[config.mk]
export PLATFORM = sky130hd
export DESIGN_NAME = decode_stage
export DESIGN_NICKNAME = d
export VERILOG_FILES = /design/src/rtl/decode_stage.sv
export SDC_FILE = /design/constraint.sdc
export NUM_CORES = 2
export LEC_CHECK = 0
export CORE_MARGIN = 4
export CORE_UTILIZATION = 45
export DETAILED_ROUTE_END_ITERATION = 8
export DONT_BUFFER_PORTS = 1
export PLACE_DENSITY_LB_ADDON = 0.1
export SYNTH_ARGS = -nofsm -noshare
export SYNTH_HDL_FRONTEND = slang
export SYNTH_SLANG_ARGS = --single-unit
[constraint.sdc]
create_clock -name clk -period 6.4 [get_ports clk]
set_input_delay 1.92 -clock clk [delete_from_list [all_inputs] [get_ports clk]]
set_output_delay 1.92 -clock clk [all_outputs]
set_load 0.03 [all_outputs]
[src/rtl/decode_stage.sv]
// rtl/decode_stage.sv - RV64I+Zba decode stage: register file, control decoder, immediate generator.
// Optional REGFILE_BYPASS_EN: write-through from W to the D-stage read ports.
`timescale 1ns/1ps
module decode_stage #(
   parameter int XLEN  = 64,
   parameter int NREGS = 32
) (
   input  logic            clk,
   input  logic            rst,
   input  logic [31:0]     Instr_D,
   input  logic [XLEN-1:0] PC_D,
   input  logic            RegWrite_W,
   input  logic [4:0]      Rd_W,
   input  logic [XLEN-1:0] Result_W,
   output logic [XLEN-1:0] RD1_D,
   output logic [XLEN-1:0] RD2_D,
   output logic [XLEN-1:0] ImmExt_D,
   output logic [4:0]      Rd_D,
   output logic [4:0]      Rs1_D,
   output logic [4:0]      Rs2_D,
   output logic            RegWrite_D,
   output logic [1:0]      ResultSrc_D,
   output logic            MemWrite_D,
   output logic [3:0]      ALUControl_D,
   output logic            ALUSrc_D,
   output logic            Branch_D,
   output logic            Jump_D,
   output logic            IllegalInstr_D
);
   localparam logic [3:0] ALU_ADD = 4'b0000, ALU_SUB = 4'b0001, ALU_AND = 4'b0010,
                          ALU_OR  = 4'b0011, ALU_XOR = 4'b0100, ALU_SLT = 4'b0101,
                          ALU_SLTU = 4'b0110, ALU_SLL = 4'b0111, ALU_SRL = 4'b1000,
                          ALU_SRA = 4'b1001, ALU_SH1 = 4'b1010, ALU_SH2 = 4'b1011,
                          ALU_SH3 = 4'b1100, ALU_PASSB = 4'b1110;
   localparam logic [1:0] RES_ALU = 2'b00, RES_MEM = 2'b01, RES_PC4 = 2'b10;

   logic [XLEN-1:0] regs [0:NREGS-1];
   logic [6:0]      opcode, funct7;
   logic [5:0]      funct6;
   logic [2:0]      funct3;
   logic [XLEN-1:0] imm_i, imm_s, imm_b, imm_j, imm_u, imm_sh;
   logic            unused_pc;

   // PC_D only travels alongside Instr_D to the D/E register.
   assign unused_pc = ^PC_D;

   assign Rd_D   = Instr_D[11:7];
   assign Rs1_D  = Instr_D[19:15];
   assign Rs2_D  = Instr_D[24:20];
   assign opcode = Instr_D[6:0];
   assign funct3 = Instr_D[14:12];
   assign funct7 = Instr_D[31:25];
   assign funct6 = Instr_D[31:26];

   assign imm_i  = {{52{Instr_D[31]}}, Instr_D[31:20]};
   assign imm_s  = {{52{Instr_D[31]}}, Instr_D[31:25], Instr_D[11:7]};
   assign imm_b  = {{52{Instr_D[31]}}, Instr_D[7], Instr_D[30:25], Instr_D[11:8], 1'b0};
   assign imm_j  = {{44{Instr_D[31]}}, Instr_D[19:12], Instr_D[20], Instr_D[30:21], 1'b0};
   assign imm_u  = {{32{Instr_D[31]}}, Instr_D[31:12], 12'b0};
   assign imm_sh = {58'b0, Instr_D[25:20]};

   always_ff @(posedge clk or negedge rst) begin
      if (!rst) begin
         for (int i = 0; i < NREGS; i++) regs[i] <= '0;
      end else if (RegWrite_W && (Rd_W != 5'd0)) begin
         regs[Rd_W] <= Result_W;
      end
   end

   always_comb begin
      RD1_D = (Rs1_D == 5'd0) ? '0 : regs[Rs1_D];
      RD2_D = (Rs2_D == 5'd0) ? '0 : regs[Rs2_D];
`ifdef REGFILE_BYPASS_EN
      if (rst && RegWrite_W && (Rd_W != 5'd0) && (Rd_W == Rs1_D)) RD1_D = Result_W;
      if (rst && RegWrite_W && (Rd_W != 5'd0) && (Rd_W == Rs2_D)) RD2_D = Result_W;
`endif
   end

   always_comb begin
      RegWrite_D     = 1'b0;
      ResultSrc_D    = RES_ALU;
      MemWrite_D     = 1'b0;
      ALUControl_D   = ALU_ADD;
      ALUSrc_D       = 1'b0;
      Branch_D       = 1'b0;
      Jump_D         = 1'b0;
      ImmExt_D       = '0;
      IllegalInstr_D = 1'b1;
      case (opcode)
         7'h33: begin
            IllegalInstr_D = 1'b0;
            RegWrite_D     = 1'b1;
            case ({funct7, funct3})
               10'b0000000_000: ALUControl_D = ALU_ADD;
               10'b0100000_000: ALUControl_D = ALU_SUB;
               10'b0000000_001: ALUControl_D = ALU_SLL;
               10'b0000000_010: ALUControl_D = ALU_SLT;
               10'b0000000_011: ALUControl_D = ALU_SLTU;
               10'b0000000_100: ALUControl_D = ALU_XOR;
               10'b0000000_101: ALUControl_D = ALU_SRL;
               10'b0100000_101: ALUControl_D = ALU_SRA;
               10'b0000000_110: ALUControl_D = ALU_OR;
               10'b0000000_111: ALUControl_D = ALU_AND;
               10'b0010000_010: ALUControl_D = ALU_SH1;
               10'b0010000_100: ALUControl_D = ALU_SH2;
               10'b0010000_110: ALUControl_D = ALU_SH3;
               default:         IllegalInstr_D = 1'b1;
            endcase
         end
         7'h13: begin
            IllegalInstr_D = 1'b0;
            RegWrite_D     = 1'b1;
            ALUSrc_D       = 1'b1;
            ImmExt_D       = imm_i;
            case (funct3)
               3'b000: ALUControl_D = ALU_ADD;
               3'b010: ALUControl_D = ALU_SLT;
               3'b011: ALUControl_D = ALU_SLTU;
               3'b100: ALUControl_D = ALU_XOR;
               3'b110: ALUControl_D = ALU_OR;
               3'b111: ALUControl_D = ALU_AND;
               3'b001: begin
                  ImmExt_D     = imm_sh;
                  ALUControl_D = ALU_SLL;
                  if (funct6 != 6'b000000) IllegalInstr_D = 1'b1;
               end
               default: begin
                  ImmExt_D = imm_sh;
                  if (funct6 == 6'b000000)      ALUControl_D = ALU_SRL;
                  else if (funct6 == 6'b010000) ALUControl_D = ALU_SRA;
                  else                          IllegalInstr_D = 1'b1;
               end
            endcase
         end
         7'h03: if (funct3 == 3'b011) begin
            IllegalInstr_D = 1'b0;
            RegWrite_D     = 1'b1;
            ALUSrc_D       = 1'b1;
            ResultSrc_D    = RES_MEM;
            ImmExt_D       = imm_i;
         end
         7'h23: if (funct3 == 3'b011) begin
            IllegalInstr_D = 1'b0;
            MemWrite_D     = 1'b1;
            ALUSrc_D       = 1'b1;
            ImmExt_D       = imm_s;
         end
         7'h63: if (funct3 == 3'b000) begin
            IllegalInstr_D = 1'b0;
            Branch_D       = 1'b1;
            ALUControl_D   = ALU_SUB;
            ImmExt_D       = imm_b;
         end
         7'h6F: begin
            IllegalInstr_D = 1'b0;
            Jump_D         = 1'b1;
            RegWrite_D     = 1'b1;
            ResultSrc_D    = RES_PC4;
            ImmExt_D       = imm_j;
         end
         7'h37: begin
            IllegalInstr_D = 1'b0;
            RegWrite_D     = 1'b1;
            ALUSrc_D       = 1'b1;
            ALUControl_D   = ALU_PASSB;
            ImmExt_D       = imm_u;
         end
         default: IllegalInstr_D = 1'b1;
      endcase
      // An unsupported encoding leaves the pipeline as a bubble.
      if (IllegalInstr_D) begin
         RegWrite_D   = 1'b0;
         ResultSrc_D  = RES_ALU;
         MemWrite_D   = 1'b0;
         ALUControl_D = ALU_ADD;
         ALUSrc_D     = 1'b0;
         Branch_D     = 1'b0;
         Jump_D       = 1'b0;
         ImmExt_D     = '0;
      end
   end
endmodule
---- Word-level counts from Yosys, hierarchy flattened ----
Cells that the tools add are included.
word-level totals
  register bits after elaboration ......... 2048
  latch bits .............................. 0
  bits in writable memories ............... 0
  memory bits (read-only) ................. 0
  output and inout port bits .............. 219
  memories ................................ 0
cells by class
  add/subtract/negate cells ............... 0
  multipliers ............................. 0
  div/mod/pow operators ................... 0
  magnitude comparators ................... 4
  equal/unequal tests ..................... 26
  shifts and indexed selects .............. 0
  muxes and demuxes ....................... 47
  bitwise logic cells ..................... 3
  reductions and logical operators ........ 15
operators by type and width
  kind                 count
  $bwmux 2048          1
  $mux 64              12
  $bmux 64 s5          2
  $pmux 64 s6          1
  $demux 64 s5         1
  $pmux 4 s12          1
  $eq 10x3->1 const B  4
  $eq 10x8->1 const B  3
  $pmux 4 s7           1
  $eq 7x6->1 const B   3
  $eq 10x2->1 const B  2
  $eq 10x9->1 const B  2
  $ge 6x6->1 const B   3
  $mux 1               18
  $not 5->6            3
  $pmux 4 s4           1
  $eq 7x7->1 const B   2
  $reduce_or 13->1     1
  $mux 4               3
  $eq 10x1->1 const B  1
  $logic_not 10->1     1
  $logic_not 5->1      2
  $eq 3x3->1 const B   3
  $eq 7x2->1 const B   1
  other kinds (17)     23

---- Logic depth before layout (Yosys ltp) ----
  depth in word-level cells ............... 6
  depth in mapped cells ................... 10

---- Worst setup path before layout ----
Ideal clock, no wire load.
  path type ............................... input-to-output
  start point ............................. in Instr_D[6]
  end point ............................... out ImmExt_D[32]
  data arrival time ....................... 4.148 ns
  data required time ...................... 4.480 ns
  setup slack ............................. 0.332 ns
  stages .................................. 9
  cell sequence ........................... clkbuf_1 > nand4_1 > nor2_1 > nand2_1 > inv_1 > or2_2 > buf_2 > a21o_1 > buf_4
between the ends
  word-level cells in the longest chain between the ends .. 4
  elaborated cells between the ends (all ways) .. 12
  classes of those cells .................. eq/ne (7); mux (3); reduce/logical (2)
ends and longest elaborated chain
  element                                   RTL line  text
  start: declaration                        10        input logic [31:0] Instr_D,
  $eq 7x6->1, or another cell as far along  89        case (opcode)
  $reduce_or 2->1 (no source line)          --
  $pmux 1 s5                                89
  $mux 64 (*)                               171       if (IllegalInstr_D) begin
  end: declaration                          17        output logic [XLEN-1:0] ImmExt_D,
Mark *: on every way between the ends. The rest lies on a longest branch, timed or not.

---- Final worst setup path ----
  start point ............................. in Instr_D[20]
  end point ............................... out RD2_D[52]
between the ends
  word-level cells in the longest chain between the ends .. 5
  elaborated cells between the ends (all ways) .. 6
  classes of those cells .................. mux (4); bitwise (1); reduce/logical (1)
ends and longest elaborated chain
  element                                     RTL line  text
  $not 5->6 (not written as such)             72        RD2_D = (Rs2_D == 5'd0) ? '0 : regs[Rs2_D];
  $bmux 64 s5                                 72
  $mux 64 (not written as such) (2 in a row)  72
  $mux 64 (*)                                 72
  end: declaration                            16        output logic [XLEN-1:0] RD2_D,
Mark *: on every way between the ends. The rest lies on a longest branch, timed or not. The select of a mux whose other input is x is not followed.

==> reports/qor.txt <==
Hold EP: regs[2003]
period utilization: 116%
Final Wtd Congestion: 0.797
CTS tree: yes
FF+latch count, synth: 2,048
Placeable Area: 0.243 mm^2
power per cell area: 316 mW/mm^2
Async SR Flop Fraction: 100%
Mapped Area: 0.110 mm^2
syn avg cell area: 15.3 um^2
number of global-route vias before repair: 70,800
initial core utilization: 45.3%
fin crit period: 7.40 ns
Yosys top cell area share: 46.5%
Post-Route Setup TNS: -26.09 ns
flop2flop setup slack: 5.59 ns
fraction of layout cells with a size suffix above 1: 54.1%
Synth Flop Type: dfrtp_1
Final setup viols: 66
r2r worst-path depth: 1
post-layout util: 50.3%
Worst Path Buf+Inv: 1
largest registers: regs (2048)
min-delay src: regs[2003]
yosys warns: 0
Seq/Total Area, Yosys: 46.5%
clk sinks: 2,048
Worst VDD drop: 260 uV
root buf cell: clkbuf_16
worst-skew pair later-pin latency: 0.85 ns
CP Launch Type: input pin
Post-Layout Cell Count: 10,300
DRT Wirelength: 384 mm
unrepaired setup endpoints after global routing: yes
Final #Nets: 7,053
DP Worst Slack: -0.0589 ns
antenna-violating nets left: 0
Least-Margin Pin Slew: 2.68 ns
Die X: 503 um
crit-path leading delay family: multiplexers
first-pass GRT wire length: 529 mm
Arrival @ worst endpoint: 5.48 ns
Unique masters post-synth: 66
status: finished with violations
IO Count: 387
area delta synth->final: 11.1%
Die Y: 503 um
Largest register FFs: 2,048
critical path endpoint category: primary output
WP data required: 4.48 ns
H-tree lvl count: 4
Avg WL per Cell: 37.4 um
Die ar.: 0.253 mm^2
r2r endpoint: regs[1232]
Max Freq: 0.135 GHz
largest net degree at the start of global routing: 575
Biggest register: regs
worst hold stages: 0
most frequent cells in the layout: dfrtp_1, mux2_2, mux4_2
Remaining DRCs: 0
GRT Total Usage: 28.9%
Final Total Pwr: 38,700 uW
crit-path cells: mux4_2 > a32oi_1 > o211ai_1 > o21ba_1 > buf_4
Post-synth EDFFs: 0
final worst slack: -1.00 ns
Slew Viols, Final: 399
Setup CP Type: input pin to primary output
clk_skew: 0 ns
total number of vias: 69,000
CP max FO: 574
Syn Nets: 7,370
Core Rows: 181
Reg clk slew, reported paths: 0.06 ns
placed cell count: 9,804
commonest non-fill, non-tap cell in the layout: dfrtp_1
grt total ovfl: 0
antenna violations before repair: 12
FF-to-FF Start: regs[1232]
Leakage: 0.0530 uW
Hold Buf Count CTS: 0
Mapped Cells: 7,202
Max Cap Viol: 0
DR iter-0 viols: 6,664
Slowest cell on crit path: mux4_2
DP HPWL: 191 mm
Fin. Hold Viols: 0
largest area contributor in the netlist: dfrtp_1
IO buf count: 0
failing checks: max-slew violations, negative setup slack
Max Root-Sink Buffers: 3
drt pass-1 iters: 6
Num CTS Buffers: 227
top area cells in the synthesized netlist: dfrtp_1, mux2_2, mux4_2, mux2i_1, clkbuf_1
max incr delay on CP: 1.39 ns
Hold Crit Class: flip-flop to flip-flop
Via density: 6.71
Rel. slew slack: -79.0%
==> layer usage <==
metal	global-route usage, %	part of all wire, %
met1	40.6	43
met2	46.3	47
met3	5.09	6.8
met4	8.96	3.4
met5	0	0.0034
==> report_power, final <==
part	internal (uW)	switching [uW]	leakage (uW)	total (uW)
clock network	7940	5610	0.00380	13500
registers	15400	1760	0.0263	17200
logic	4870	3070	0.0229	7930
==> cell usage after synthesis, types with 5 or more instances <==
| cell type | count |
|---|---|
| buf_6 | 20 |
| a21oi_1 | 22 |
| buf_1 | 44 |
| nor3b_1 | 5 |
| mux2_2 | 2028 |
| o2bb2ai_1 | 20 |
| mux2_1 | 32 |
| o211ai_1 | 14 |
| a32oi_1 | 14 |
| mux2i_1 | 367 |
| a21o_1 | 28 |
| dfrtp_1 | 2048 |
| o21ba_1 | 14 |
| o21ai_0 | 10 |
| o211a_1 | 32 |
| a221oi_1 | 54 |
| a211oi_1 | 10 |
| o21a_1 | 13 |
| mux4_2 | 999 |
| a22oi_1 | 90 |
| a31oi_1 | 7 |
| nand2b_1 | 10 |
| buf_4 | 85 |
| nand3_1 | 7 |
| nand2_1 | 79 |
| or3_1 | 6 |
| inv_1 | 8 |
| a21boi_0 | 6 |
| and2_1 | 7 |
| a22o_1 | 48 |
| o22ai_1 | 48 |
| clkbuf_1 | 502 |
| nand3b_1 | 8 |
| clkinv_1 | 20 |
| buf_2 | 229 |
| nor3_1 | 79 |
| nor2_1 | 75 |
| nand4_1 | 16 |
| nor4_1 | 16 |
| nor2b_1 | 22 |
| o21ai_1 | 17 |
==> worst max path at each step <==
stage           startpoint            to  slack, ns  cells past startpoint
4_1_cts        Instr_D[23]     RD2_D[15]       0.26                      6
3_5_place_dp           rst     regs[582]      -0.06                      5
6_report       Instr_D[20]     RD2_D[52]      -1.00                      5
3_3_place_gp           rst     regs[840]       0.03                      5
5_1_grt        Instr_D[15]     RD1_D[27]      -0.05                      9
2_1_floorplan   Instr_D[6]  ImmExt_D[32]       0.33                      9
==> what timing repair did <==
item                       CTS  global route
setup endpoints to repair    0           129
buffers inserted             0            13
resized for setup            0            11
==> cell families after synthesis <==
kind of cell    synth area share [%]
simple gates                    1.70
buf+inv                         3.78
xor+xnor                      0.0159
mux                             44.8
compound gates                  3.22
flops                           46.5
==> per-stage QoR <==
step / hold WS, ns / cell area [um^2]
after floorplan: 0.441 / 110000
after global placement: 0.376 / 114000
after detailed placement: 0.383 / 114000
after CTS: 0.397 / 121000
after global routing: 0.404 / 122000
final: 0.393 / 122000
==> final cells by class <==
class	instances	area, um^2
antenna	5	12.5
clock buffer	352	6910
clock inverter	62	776
fill	20400	121000
inverter	28	105
multi-input combinational	4245	55300
sequential	2048	51200
tap	3202	4010
timing repair buffer	335	4110
Note: power is estimated with default switching activity, not from simulation.
